<file path="config.mk">
export PLATFORM = sky130hd
export DESIGN_NAME = vga_timing_rx
export DESIGN_NICKNAME = d
export VERILOG_FILES = /design/src/rtl/vga_timing_pkg.sv /design/src/rtl/vga_sync_edge.sv /design/src/rtl/vga_timing_rx.sv
export SDC_FILE = /design/constraint.sdc
export NUM_CORES = 1
export LEC_CHECK = 0
export ABC_AREA = 1
export CORE_ASPECT_RATIO = 1.75
export CORE_MARGIN = 1
export CORE_UTILIZATION = 39
export CTS_BUF_LIST = sky130_fd_sc_hd__clkbuf_2 sky130_fd_sc_hd__clkbuf_4 sky130_fd_sc_hd__clkbuf_8
export DETAILED_ROUTE_END_ITERATION = 10
export GPL_TIMING_DRIVEN = 0
export PLACE_DENSITY = 0.65
export SYNTH_ARGS = -nofsm -noshare
export SYNTH_HDL_FRONTEND = slang
export SYNTH_SLANG_ARGS = --single-unit
</file>
<file path="constraint.sdc">
create_clock -name clk -period 2 [get_ports clk]
set_clock_uncertainty 0.1 [all_clocks]
set_input_delay 0.5 -clock clk [delete_from_list [all_inputs] [get_ports clk]]
set_output_delay 0.5 -clock clk [all_outputs]
set_load 0.02 [all_outputs]
</file>
<file path="src/rtl/vga_timing_pkg.sv">
// rtl/vga_timing_pkg.sv - shared types, constants and helpers for the VGA timing receiver
// Contents: state_t receiver state, CNT_W measurement width, 1024x768 totals,
// sat_inc saturating increment used by every measurement counter.
package vga_timing_pkg;

  localparam int CNT_W = 12;
  localparam logic [CNT_W-1:0] CNT_MAX = '1;

  // Nominal 1024x768 totals of the matching generator.
  localparam logic [15:0] H_TOTAL = 16'd1344;
  localparam logic [15:0] V_TOTAL = 16'd806;

  typedef enum logic [1:0] {
    SEARCH  = 2'd0,
    MEASURE = 2'd1,
    LOCKED  = 2'd2
  } state_t;

  function automatic logic [CNT_W-1:0] sat_inc(input logic [CNT_W-1:0] v);
    return (v == CNT_MAX) ? v : v + 1'b1;
  endfunction

endpackage

</file>
<file path="src/rtl/vga_sync_edge.sv">
// rtl/vga_sync_edge.sv - polarity-normalising input register pair with edge decode
// Ports: clk, rst_n (async, active-low); hs/vs/de raw inputs;
// de_lvl = registered de (d0); hs_rise/vs_rise = sync assert edges; de_fall = de fall edge.
module vga_sync_edge #(
  parameter logic HS_POL = 1'b0,
  parameter logic VS_POL = 1'b0
) (
  input  logic clk,
  input  logic rst_n,
  input  logic hs,
  input  logic vs,
  input  logic de,
  output logic de_lvl,
  output logic hs_rise,
  output logic vs_rise,
  output logic de_fall
);

  // Bit order {hs_asserted, vs_asserted, de}; 1 always means active after normalisation.
  logic [2:0] d0;
  logic [2:0] d1;

  always_ff @(posedge clk or negedge rst_n) begin
    if (!rst_n) begin
      d0 <= '0;
      d1 <= '0;
    end else begin
      d0 <= {hs == HS_POL, vs == VS_POL, de};
      d1 <= d0;
    end
  end

  assign de_lvl  = d0[0];
  assign hs_rise = d0[2] & ~d1[2];
  assign vs_rise = d0[1] & ~d1[1];
  assign de_fall = ~d0[0] & d1[0];

endmodule

</file>
<file path="src/rtl/vga_timing_rx.sv">
// rtl/vga_timing_rx.sv - VGA stream receiver: pixel coordinates, geometry measurement, lock
// Ports: clk, rst_n (async, active-low); hs/vs/de/rgb input stream;
// px_valid/px_x/px_y/px_rgb/sof pixel output 1 clk behind the input;
// h_total_meas/h_active_meas/v_total_meas/v_active_meas geometry; locked level, err pulse.
module vga_timing_rx
  import vga_timing_pkg::*;
#(
  parameter logic        HS_POL      = 1'b0,
  parameter logic        VS_POL      = 1'b0,
  parameter logic [15:0] H_ACTIVE    = 16'd1024,
  parameter logic [15:0] V_ACTIVE    = 16'd768,
  parameter int          LOCK_FRAMES = 2
) (
  input  logic             clk,
  input  logic             rst_n,
  input  logic             hs,
  input  logic             vs,
  input  logic             de,
  input  logic [11:0]      rgb,
  output logic             px_valid,
  output logic [CNT_W-1:0] px_x,
  output logic [CNT_W-1:0] px_y,
  output logic [11:0]      px_rgb,
  output logic             sof,
  output logic [CNT_W-1:0] h_total_meas,
  output logic [CNT_W-1:0] h_active_meas,
  output logic [CNT_W-1:0] v_total_meas,
  output logic [CNT_W-1:0] v_active_meas,
  output logic             locked,
  output logic             err
);

  localparam logic [CNT_W-1:0] H_EXP  = H_ACTIVE[CNT_W-1:0];
  localparam logic [CNT_W-1:0] V_EXP  = V_ACTIVE[CNT_W-1:0];
  localparam logic [2:0]       LOCK_N = 3'(LOCK_FRAMES);

  logic             de_lvl, hs_rise, vs_rise, de_fall;
  logic [11:0]      rgb_d0;
  logic [CNT_W-1:0] run_cnt;   // de-high cycles so far in the current run
  logic [CNT_W-1:0] y_cnt;     // de lines since the last vs edge
  logic [CNT_W-1:0] h_cnt;
  logic [CNT_W-1:0] line_cnt;
  logic             line_bad;  // some line of the current frame had a wrong de run
  logic [2:0]       match_cnt;
  state_t           state;

  logic [CNT_W-1:0] v_active_next, v_total_next;
  logic [2:0]       match_inc;
  logic             run_bad, frame_ok;

  vga_sync_edge #(
    .HS_POL(HS_POL),
    .VS_POL(VS_POL)
  ) u_edge (
    .clk    (clk),
    .rst_n  (rst_n),
    .hs     (hs),
    .vs     (vs),
    .de     (de),
    .de_lvl (de_lvl),
    .hs_rise(hs_rise),
    .vs_rise(vs_rise),
    .de_fall(de_fall)
  );

  // A de fall or hs edge landing on the vs edge belongs to the frame that is ending.
  assign v_active_next = de_fall ? sat_inc(y_cnt) : y_cnt;
  assign v_total_next  = hs_rise ? sat_inc(line_cnt) : line_cnt;
  assign run_bad       = de_fall && (run_cnt != H_EXP);
  assign frame_ok      = (v_active_next == V_EXP) && !line_bad && !run_bad;
  assign match_inc     = match_cnt + 3'd1;

  // run_cnt equals the 0-based column while de_lvl is high, and the run length on de_fall.
  assign px_valid = de_lvl;
  assign px_rgb   = rgb_d0;
  assign px_x     = de_lvl ? run_cnt : '0;
  assign px_y     = y_cnt;
  assign sof      = de_lvl && (run_cnt == '0) && (y_cnt == '0);

  always_ff @(posedge clk or negedge rst_n) begin
    if (!rst_n) begin
      rgb_d0        <= '0;
      run_cnt       <= '0;
      y_cnt         <= '0;
      h_cnt         <= '0;
      line_cnt      <= '0;
      line_bad      <= 1'b0;
      h_total_meas  <= '0;
      h_active_meas <= '0;
      v_total_meas  <= '0;
      v_active_meas <= '0;
    end else begin
      rgb_d0  <= rgb;
      run_cnt <= de_lvl ? sat_inc(run_cnt) : '0;
      if (de_fall) h_active_meas <= run_cnt;

      if (hs_rise) begin
        h_total_meas <= sat_inc(h_cnt);
        h_cnt        <= '0;
      end else begin
        h_cnt <= sat_inc(h_cnt);
      end

      if (vs_rise) begin
        v_total_meas  <= v_total_next;
        v_active_meas <= v_active_next;
        line_cnt      <= '0;
        y_cnt         <= '0;
        line_bad      <= 1'b0;
      end else begin
        if (hs_rise) line_cnt <= sat_inc(line_cnt);
        if (de_fall) y_cnt <= sat_inc(y_cnt);
        if (run_bad) line_bad <= 1'b1;
      end
    end
  end

  always_ff @(posedge clk or negedge rst_n) begin
    if (!rst_n) begin
      state     <= SEARCH;
      match_cnt <= '0;
      locked    <= 1'b0;
      err       <= 1'b0;
    end else begin
      err <= 1'b0;
      case (state)
        SEARCH: begin
          // The frame in progress at lock-search start is partial; start counting at vs.
          if (vs_rise) begin
            state     <= MEASURE;
            match_cnt <= '0;
          end
        end
        MEASURE: begin
          if (vs_rise) begin
            if (frame_ok) begin
              match_cnt <= match_inc;
              if (match_inc == LOCK_N) begin
                state  <= LOCKED;
                locked <= 1'b1;
              end
            end else begin
              match_cnt <= '0;
            end
          end
        end
        LOCKED: begin
          // A saturated line count means vs has vanished; restart the search entirely.
          if (line_cnt == CNT_MAX) begin
            state     <= SEARCH;
            err       <= 1'b1;
            locked    <= 1'b0;
            match_cnt <= '0;
          end else if (run_bad || (vs_rise && (v_active_next != V_EXP))) begin
            state     <= MEASURE;
            err       <= 1'b1;
            locked    <= 1'b0;
            match_cnt <= '0;
          end
        end
        default: state <= SEARCH;
      endcase
    end
  end

endmodule

</file>
==> results.json <==
{
  "syn_to_final_growth_pct": 45.6,
  "syn-cell-area_sq_um": 5600,
  "synthCells": 662,
  "critPathLaunchType": "flop",
  "drive_above_1_share_pct": 26.2,
  "hold_depth": 0,
  "clk_pin_slew_worst_paths_ns": 0.08,
  "layout_min_cycle_time_ns": 2.42,
  "arrival_ns": 1.82,
  "cp_max_fo": 4,
  "power.density_nw_per_um2": 786,
  "overflow": 0,
  "critPathRequiredTime_ns": 1.40,
  "cts_root_buf": "clkbuf_8",
  "cts_max_level": 4,
  "drt-pass1-iter-count": 4,
  "routed_via_density": 4.92,
  "gp_congestion": 0.886,
  "dpl.cell_count": 944,
  "yosysWarningCount": 0,
  "track_usage_pct": 20.4,
  "syn_avg_cell_area_sq_um": 8.47,
  "synth_edf_count": 0,
  "fin_cells": 1018,
  "setup_slack_ns": -0.422,
  "outcome": "finished, violations left",
  "syn_nets": 687,
  "period_share_pct": 121,
  "p_leak_nw": 4.16,
  "multi_input_area_sq_um": 2660,
  "vias": 5013,
  "drtAntennaViolNets": 0,
  "initial_core_util_pct": 40.1,
  "coreArea_sq_um": 14000,
  "synth.most_common_cell": "nand2_1",
  "drt-initial-drc-count": 209,
  "ys_types": 39,
  "antenna_found_initial": 0,
  "cts.path.max_buffers": 2,
  "reg2reg_depth": 18,
  "nNetsFinal": 853,
  "final_util_pct": 58.4,
  "yosysSeqAreaShare_pct": 54.5,
  "drt_wl_total_um": 14800,
  "ff_latch_area_sq_um": 3060,
  "io_pins": 105,
  "synthArstFlopShare_pct": 100,
  "power_w": 0.00642,
  "ys_top_cells_by_area": "dfrtp_1, nand2_1, inv_1, nor2_1, o21ai_0",
  "grt_pass1_vias": 5005,
  "slew_headroom_pct": 58.6,
  "path_class": "reg2out",
  "route.detailed.drc": 0,
  "fmax_mhz": 413,
  "grt_start_max_net_pins": 67,
  "synth_seq_cells": 122,
  "whs_ns": 0.279,
  "hold_class": "reg2reg",
  "rows": 57,
  "tns_ns": -3.08,
  "peakVddDrop_mv": 0.597,
  "cts_tree": "yes",
  "cts-buffers-inserted": 17,
  "rsz0062_at_grt": "true",
  "dieHeight_um": 161,
  "n_fill_cell": 1259,
  "worstSetupEndpointType": "primary output",
  "io_buffers": 104,
  "setup_viol": 12,
  "max-cap-violations": 0,
  "wl_per_cell_um": 14.5,
  "die_x_um": 92.6,
  "die_area_sq_um": 14900,
  "synth_top_area_cell": "dfrtp_1",
  "hold_violations": 0,
  "synth_top_cell_area_share_pct": 54.5,
  "antenna_cells": 0,
  "worstSkewPairLatency_ns": 0.43,
  "clock_sinks": 122,
  "slew_viol_final": 0,
  "synth_ff_type": "dfrtp_1",
  "violations": "setup timing",
  "synth_common_cells": "nand2_1, dfrtp_1, inv_1",
  "grt_pass1_wl_um": 23600,
  "tightest_slew_ns": 0.619,
  "dpl.hpwl_um": 10500
}
==> worst max-delay path, cell delays in order (launching register included) <==
cell and delay [ns]:
dfrtp_1 0.42, nor2_2 0.16, inv_2 0.08, nor3_2 0.10, nand4_1 0.16, nor4b_4 0.31, buf_4 0.18
==> sequential cells by signal, indices dropped and copies added (netlist names), 3 cells and up <==
register,count
h_active_meas,12
h_cnt,12
h_total_meas,12
line_cnt,12
match_cnt,3
px_rgb,12
px_y,12
run_cnt,12
u_edge.d0,3
u_edge.d1,3
v_active_meas,12
v_total_meas,12
==> report_power, final <==
| group | switching [W] | total (W) | internal, W | leakage [nW] |
|---|---|---|---|---|
| logic | 0.000762 | 0.00127 | 0.000509 | 2.34 |
| clock network | 0.00103 | 0.00238 | 0.00134 | 0.204 |
| registers | 0.000128 | 0.00277 | 0.00264 | 1.62 |
| total | 0.00192 | 0.00642 | 0.00450 | 4.16 |
==> per-stage QoR <==
step / instance area, sq um / setup slack [ns]
final: 8160 / -0.422
after global routing: 8160 / -0.529
after CTS: 7730 / -0.440
after detailed placement: 6960 / -0.650
after global placement: 6930 / -4.89
after floorplan: 5670 / -0.0610
==> routing by layer <==
| layer | global-route usage (%) | routed length [um] | part of all wire, % | up-vias |
|---|---|---|---|---|
| li1 | - | - | - | 2436 |
| met1 | 21.0 | 5500 | 37 | 2429 |
| met2 | 40.0 | 8360 | 57 | 118 |
| met3 | 3.31 | 474 | 3.2 | 30 |
| met4 | 7.62 | 429 | 2.9 | 0 |
| met5 | 0 | 0 | 0 | - |
==> path summary, 6_finish.rpt <==
kind,from,endpoint,slack [ns]
worst max-delay path,run_cnt[9],sof,-0.42
worst min-delay path,u_edge.d0[2],u_edge.d1[2],0.28
worst max register to register,px_y[0],match_cnt[2],-0.37
worst min register to register,u_edge.d0[2],u_edge.d1[2],0.28
max in group asynchronous,rst_n,px_y[3],0.57
min in group asynchronous,rst_n,h_cnt[9],0.50
==> logic make-up (layout without fill, tap and decap cells) <==
logic type      Yosys count  count (layout)  share of synthesized area, %
xor+xnor                 19              19                          2.97
fa+ha+maj                 8               8                          1.79
compound gates           75              75                          7.14
mux                       2               2                         0.357
simple gates            335             336                          26.3
buf+inv                 101             279                          6.94
flops                   122             122                          54.5
==> area by class of cell <==
type	count	area share (%)
Clock buffer	20	3.37
Tap cell	177	2.71
Sequential cell	122	37.5
Inverter	84	3.86
Timing Repair Buffer	148	17.0
Buffer	15	0.920
Clock inverter	12	1.99
Multi-Input combinational cell	440	32.6
==> cells in the final DEF, fill, tap and decap left out, types with 12 or more instances in the layout <==
| cell type | netlist | final |
|---|---|---|
| nand2_1 | 174 | 136 |
| dfrtp_1 | 122 | 114 |
| inv_1 | 83 | 72 |
| nor2_1 | 79 | 66 |
| dlygate4sd2_1 | 0 | 60 |
| o21ai_0 | 55 | 43 |
| buf_4 | 0 | 35 |
| nand2_2 | 3 | 29 |
| nand3_1 | 33 | 22 |
| clkbuf_8 | 0 | 21 |
| clkdlybuf4s50_1 | 0 | 20 |
| nand2_4 | 1 | 13 |
| xor2_1 | 16 | 13 |
| inv_2 | 1 | 12 |
| nand3_2 | 4 | 12 |
==> timing repair <==
item | in CTS | in global routing
endpoints found under the setup margin | 121 | 74
endpoints found under the hold margin | 56 | 0
hold buffers | 1 | 0
setup buffers | 23 | 18
cloned | 2 | 0
gates resized for setup | 163 | 108
pin swaps | 11 | 39
No activity file was read; power rests on OpenSTA's default activity.
